## src/rtl/node_layer_sequencer.sv

```systemverilog
// Time-multiplexes one shared multiply-add node across NUM_NODES neurons of a layer.
// Optional build macro NODE_SEQ_RELU_EN clamps negative node results to zero on capture.
module node_layer_sequencer #(
    parameter int NUM_NODES = 4,
    parameter int ADDR_W    = 2,
    parameter int DW        = 8
) (
    input  logic              i_clk,
    input  logic              i_rst,
    input  logic              i_start,
    input  logic [DW-1:0]     i_x_in,
    input  logic [DW-1:0]     i_y_in,
    output logic              o_w_rd,
    output logic [ADDR_W-1:0] o_w_addr,
    input  logic [2*DW-1:0]   i_w_data,
    output logic [DW-1:0]     o_node_A,
    output logic [DW-1:0]     o_node_B,
    output logic [DW-1:0]     o_node_multA,
    output logic [DW-1:0]     o_node_multB,
    input  logic [DW-1:0]     i_node_result,
    output logic              o_out_valid,
    input  logic              i_out_ready,
    output logic [ADDR_W-1:0] o_out_idx,
    output logic [DW-1:0]     o_out_data,
    output logic              o_busy,
    output logic              o_done
);

    // state  | meaning
    // IDLE   | waiting for start, node operands held
    // FETCH  | weight read issued for current index
    // LOAD   | weight pair arriving, loaded into node
    // EXEC   | node operands stable, node registers result
    // CAPT   | node result captured into output register
    // EMIT   | result offered until consumer handshake
    // FIN    | one-cycle done pulse
    typedef enum logic [2:0] {
        S_IDLE  = 3'd0,
        S_FETCH = 3'd1,
        S_LOAD  = 3'd2,
        S_EXEC  = 3'd3,
        S_CAPT  = 3'd4,
        S_EMIT  = 3'd5,
        S_FIN   = 3'd6
    } state_t;

    localparam logic [ADDR_W-1:0] LP_LAST_IDX = ADDR_W'(NUM_NODES - 1);

    state_t              r_state;
    state_t              w_state_nxt;
    logic [ADDR_W-1:0]   r_idx;
    logic [ADDR_W-1:0]   w_idx_nxt;
    logic                r_w_rd;
    logic                w_w_rd_nxt;
    logic [ADDR_W-1:0]   r_w_addr;
    logic [ADDR_W-1:0]   w_w_addr_nxt;
    logic [DW-1:0]       r_node_a;
    logic [DW-1:0]       w_node_a_nxt;
    logic [DW-1:0]       r_node_b;
    logic [DW-1:0]       w_node_b_nxt;
    logic [DW-1:0]       r_node_ma;
    logic [DW-1:0]       w_node_ma_nxt;
    logic [DW-1:0]       r_node_mb;
    logic [DW-1:0]       w_node_mb_nxt;
    logic                r_out_valid;
    logic                w_out_valid_nxt;
    logic [ADDR_W-1:0]   r_out_idx;
    logic [ADDR_W-1:0]   w_out_idx_nxt;
    logic [DW-1:0]       r_out_data;
    logic [DW-1:0]       w_out_data_nxt;
    logic                r_busy;
    logic                w_busy_nxt;
    logic                r_done;
    logic                w_done_nxt;
    logic [DW-1:0]       w_capt_data;

`ifdef NODE_SEQ_RELU_EN
    assign w_capt_data = i_node_result[DW-1] ? '0 : i_node_result;
`else
    assign w_capt_data = i_node_result;
`endif

    always_comb begin
        w_state_nxt     = r_state;
        w_idx_nxt       = r_idx;
        w_node_a_nxt    = r_node_a;
        w_node_b_nxt    = r_node_b;
        w_node_ma_nxt   = r_node_ma;
        w_node_mb_nxt   = r_node_mb;
        w_out_valid_nxt = r_out_valid;
        w_out_idx_nxt   = r_out_idx;
        w_out_data_nxt  = r_out_data;

        case (r_state)
            S_IDLE: begin
                if (i_start) begin
                    w_node_a_nxt = i_x_in;
                    w_node_b_nxt = i_y_in;
                    w_idx_nxt    = '0;
                    w_state_nxt  = S_FETCH;
                end
            end
            S_FETCH: w_state_nxt = S_LOAD;
            S_LOAD: begin
                w_node_ma_nxt = i_w_data[2*DW-1:DW];
                w_node_mb_nxt = i_w_data[DW-1:0];
                w_state_nxt   = S_EXEC;
            end
            S_EXEC: w_state_nxt = S_CAPT;
            S_CAPT: begin
                w_out_data_nxt  = w_capt_data;
                w_out_idx_nxt   = r_idx;
                w_out_valid_nxt = 1'b1;
                w_state_nxt     = S_EMIT;
            end
            S_EMIT: begin
                if (r_out_valid && i_out_ready) begin
                    w_out_valid_nxt = 1'b0;
                    if (r_idx == LP_LAST_IDX) begin
                        w_state_nxt = S_FIN;
                    end else begin
                        w_idx_nxt   = r_idx + ADDR_W'(1);
                        w_state_nxt = S_FETCH;
                    end
                end
            end
            S_FIN:   w_state_nxt = S_IDLE;
            default: w_state_nxt = S_IDLE;
        endcase

        // Strobes are registered, so they are derived from the state being entered.
        w_w_rd_nxt   = (w_state_nxt == S_FETCH);
        w_w_addr_nxt = (w_state_nxt == S_FETCH) ? w_idx_nxt : r_w_addr;
        w_busy_nxt   = (w_state_nxt != S_IDLE);
        w_done_nxt   = (w_state_nxt == S_FIN);
    end

    always_ff @(posedge i_clk) begin
        if (i_rst) begin
            r_state     <= S_IDLE;
            r_idx       <= '0;
            r_w_rd      <= 1'b0;
            r_w_addr    <= '0;
            r_node_a    <= '0;
            r_node_b    <= '0;
            r_node_ma   <= '0;
            r_node_mb   <= '0;
            r_out_valid <= 1'b0;
            r_out_idx   <= '0;
            r_out_data  <= '0;
            r_busy      <= 1'b0;
            r_done      <= 1'b0;
        end else begin
            r_state     <= w_state_nxt;
            r_idx       <= w_idx_nxt;
            r_w_rd      <= w_w_rd_nxt;
            r_w_addr    <= w_w_addr_nxt;
            r_node_a    <= w_node_a_nxt;
            r_node_b    <= w_node_b_nxt;
            r_node_ma   <= w_node_ma_nxt;
            r_node_mb   <= w_node_mb_nxt;
            r_out_valid <= w_out_valid_nxt;
            r_out_idx   <= w_out_idx_nxt;
            r_out_data  <= w_out_data_nxt;
            r_busy      <= w_busy_nxt;
            r_done      <= w_done_nxt;
        end
    end

    assign o_w_rd       = r_w_rd;
    assign o_w_addr     = r_w_addr;
    assign o_node_A     = r_node_a;
    assign o_node_B     = r_node_b;
    assign o_node_multA = r_node_ma;
    assign o_node_multB = r_node_mb;
    assign o_out_valid  = r_out_valid;
    assign o_out_idx    = r_out_idx;
    assign o_out_data   = r_out_data;
    assign o_busy       = r_busy;
    assign o_done       = r_done;

endmodule

```

## config.mk

```make
export PLATFORM = sky130hd
export DESIGN_NAME = node_layer_sequencer
export DESIGN_NICKNAME = d
export VERILOG_FILES = /design/src/rtl/node_layer_sequencer.sv
export SDC_FILE = /design/constraint.sdc
export NUM_CORES = 1
export LEC_CHECK = 0
export CAP_MARGIN = 25
export CORE_MARGIN = 3
export CORE_UTILIZATION = 40
export DETAILED_ROUTE_END_ITERATION = 10
export DONT_BUFFER_PORTS = 1
export GPL_TIMING_DRIVEN = 0
export PLACE_DENSITY_LB_ADDON = 0.25
export SLEW_MARGIN = 20
export SYNTH_ARGS = -nofsm -noshare
export SYNTH_HDL_FRONTEND = slang
export SYNTH_SLANG_ARGS = --single-unit
```

## constraint.sdc

```tcl
create_clock -name i_clk -period 1.65 [get_ports i_clk]
set_input_delay 0.2475 -clock i_clk [delete_from_list [all_inputs] [get_ports i_clk]]
set_output_delay 0.2475 -clock i_clk [all_outputs]
set_load 0.1 [all_outputs]
```

==> impl_metrics.env <==
export IMPL_grt_max_degree=16
export IMPL_reg2reg_from="o_w_addr[0]$_SDFFE_PP0N_"
export IMPL_rows=25
export IMPL_worst_pin_slew_ps=985
export IMPL_crit_cells=3
export IMPL_async_flop_share_pct=0
export IMPL_crit_chain="nor2b_1 > o311ai_0 > o41ai_1"
export IMPL_swShare_pct=40.8
export IMPL_antenna_cells=0
export IMPL_gp_congestion=0.781
export IMPL_coreArea_um2=4820
export IMPL_synth_area_um2=2030
export IMPL_grt_pass1_vias=1550
export IMPL_drt_iter0_markers=62
export IMPL_cts_buffers=5
export IMPL_critPathKind="reg -> reg"
export IMPL_fillers=505
export IMPL_synth_cell_types=37
export IMPL_ant_nets=0
export IMPL_hold_class="in -> reg"
export IMPL_power_internal_mw=1.82
export IMPL_clk_pin_slew_ps=90
export IMPL_p_leak_nw=0.766
export IMPL_clock_sink_count=53
export IMPL_htree_levels=2
export IMPL_start_util_pct=42.1
export IMPL_finalNonFillerCells=309
export IMPL_cap_violations=0
export IMPL_place_ws_ps=-59.7
export IMPL_ir_drop_v=0.000534
export IMPL_cp_required_ps=1850
export IMPL_rrSetupSlack_ps=90
export IMPL_netlist_area_leader_share_pct=52.3
export IMPL_dp_cells=300
export IMPL_startpoint="o_w_addr[0]$_SDFFE_PP0N_"
export IMPL_slew_viol_final=0
export IMPL_fmax_mhz=639
export IMPL_dr_pass1_iters=4
export IMPL_grt_usage_pct=15.4
export IMPL_setup_violations=0
export IMPL_place_area_um2=2110
export IMPL_port_buffers=0
export IMPL_worstHoldStart="i_y_in[3]"
export IMPL_crit_fanout=2
export IMPL_regArea_um2=1070
export IMPL_area_delta_synth_final_pct=9.62
export IMPL_multi_input_area_um2=871
export IMPL_maxSlewHeadroom_pct=34.3
export IMPL_setup_tns_final_ps=0
export IMPL_critPathCapture="o_w_addr[0]$_SDFFE_PP0N_"
export IMPL_setup_slack_ps=85.3
export IMPL_fin_nets=285
export IMPL_cts_hold_buffers=0
export IMPL_crit_buf_inv=0
export IMPL_r2r_end="o_w_addr[0]$_SDFFE_PP0N_"
export IMPL_cts_buffer_depth=2
export IMPL_p_total_mw=3.08
export IMPL_antenna_found_initial=0
export IMPL_cp_end_kind="register"
export IMPL_critPathMaxStageDelay_ps=980
export IMPL_wl_per_cell_um=14.2
export IMPL_drive_gt1_share_pct=10.3
export IMPL_synth_flop_cell="dfxtp_1"
export IMPL_fin_crit_sh_pct=94.8
export IMPL_io_pins=92
export IMPL_rsz0062_at_grt="false"
export IMPL_root_buffer="clkbuf_8"
export IMPL_p_comb_share_pct=11.7
export IMPL_synth_top_area_cell="dfxtp_1"
export IMPL_syn_inst=233
export IMPL_clock_latency_ps=300
export IMPL_synth_seq_cells=53
export IMPL_critPathLaunchType="register"
export IMPL_hpwlAfterDp_um=3180
export IMPL_die_h_um=77.2
export IMPL_die_x_um=77.2
export IMPL_finalClockSkew_ps=3.33
export IMPL_dieArea_um2=5960
export IMPL_drt_wl_total_um=4390
export IMPL_overflow=0
export IMPL_synth_edff_count=0
export IMPL_vias=1608
export IMPL_synth_nets=277
export IMPL_min_period_ps=1560
export IMPL_cp_top_family="flip-flops"
export IMPL_grt_pass1_wl_um=7380
export IMPL_avgSynthCellArea_um2=8.70
export IMPL_ys_seq_area_share_pct=52.3
export IMPL_pwr_share_clk_pct=23.2
export IMPL_netlist_top_cells_area="dfxtp_1 (52%), nand2_1 (12%), a21oi_1 (9.1%), mux2i_1 (4.9%), nor2_1 (2.6%)"
export IMPL_routed_via_density=5.20
export IMPL_fin_area_um2=2220
export IMPL_route_detailed_drc=0
export IMPL_cts_tree="built"
export IMPL_power_density_nw_per_um2=1390
export IMPL_p_sw_mw=1.26
export IMPL_yosys_warnings=0
export IMPL_cp_data_arrival_time_ps=1770
export IMPL_r2r_cells=3
export IMPL_status="finished, final reports clean"
export IMPL_power_frac_seq_pct=65.1
export IMPL_critPathSlowestCell="dfxtp_1"
export IMPL_final_hold_violation_count=0
worst min-delay path by stage:
| stage | cells past startpoint | endpoint | slack [ps] |
|---|---|---|---|
| after floorplan | 2 | o_node_A[0]$_SDFFE_PP0P_ | 380 |
| after global placement | 2 | o_node_A[7]$_SDFFE_PP0P_ | 390 |
| after global routing | 2 | o_node_B[4]$_SDFFE_PP0P_ | 60 |
| after CTS | 2 | o_node_A[0]$_SDFFE_PP0P_ | 50 |
| final | 2 | o_node_B[3]$_SDFFE_PP0P_ | 60 |
| after detailed placement | 2 | o_node_multA[1]$_SDFFE_PP0N_ | 390 |
cells in the final DEF (no fill, tap or decap), drive strengths merged, types with 2 or more instances in the layout:
| cell type | count |
|---|---|
| nand2 | 66 |
| o311ai | 2 |
| nand3b | 2 |
| clkbuf | 13 |
| nor2 | 14 |
| buf | 13 |
| nand3 | 3 |
| mux2i | 10 |
| dfxtp | 53 |
| nor3b | 3 |
| nand2b | 2 |
| a21oi | 37 |
| nor2b | 2 |
| a31oi | 2 |
sequential cells by signal, summed over array words and instances, names as in the netlist, 2 cells and up:
register,flops
o_node_A,8
o_node_B,8
o_node_multA,8
o_node_multB,8
o_out_data,8
r_state,3
o_out_idx,2
o_w_addr,2
r_idx,2
power groups by stage:
stage / Combinational (mW) / Sequential [mW] / Clock, mW
finish: 0.360 / 2.00 / 0.715
global route: 0.418 / 2.02 / 0.786
CTS: 0.350 / 2.00 / 0.747
detailed placement: 0.350 / 2.03 / 0
global placement: 0.344 / 2.03 / 0
floorplan: 0.284 / 2.02 / 0
cells by family after synthesis:
| logic type | Yosys count | share of synthesized area, % |
|---|---|---|
| multiplexers | 10 | 4.94 |
| AND/OR/NAND/NOR | 101 | 23.1 |
| AO/OA/AOI/OAI | 48 | 13.5 |
| buffers and inverters | 19 | 5.30 |
| XOR/XNOR | 2 | 0.864 |
| flip-flops | 53 | 52.3 |
per-layer routing:
metal / vias up / GRT usage [%] / share of wire [%]
li1: 793 / - / -
met1: 739 / 17.7 / 42
met2: 69 / 25.0 / 44
met3: 7 / 7.75 / 12
met4: 0 / 4.27 / 1.1
met5: - / 0 / 0
cells in the mapped netlist (all sizes together) (2+ instances only):
| cell type | count |
|---|---|
| nand3 | 3 |
| buf | 11 |
| a21oi | 37 |
| clkbuf | 7 |
| dfxtp | 53 |
| nand2b | 2 |
| nand3b | 2 |
| nand2 | 66 |
| o311ai | 2 |
| a31oi | 2 |
| nor2 | 14 |
| nor3b | 3 |
| nor2b | 2 |
| mux2i | 10 |
timing repair:
action	in CTS	in global routing
setup buffers	0	2
gates resized for setup	1	3
setup endpoints to repair	1	27
pin swaps	0	1
metrics by stage:
step	utilization, %	hold slack [ps]
CTS	45.7	52.9
detailed placement	43.9	390
finish	46.2	64.6
global placement	43.9	386
floorplan	-	383
global route	46.2	56.1
worst register-to-register path: stages (launching register included):
cell      delay (ps)
dfxtp_1          980
nor2b_1          220
o311ai_0         170
o41ai_1          100
final cells by class:
class                   instances  area share (%)
inverters                       1           0.169
flip-flops and latches         53            47.9
repair buffers                  2           0.675
plain buffers                  17            4.50
clock inverters                 1           0.338
multi-input cells             161            39.2
well taps                      67            3.77
clock buffers                   7            3.43
(Power assumes the default switching activity.)
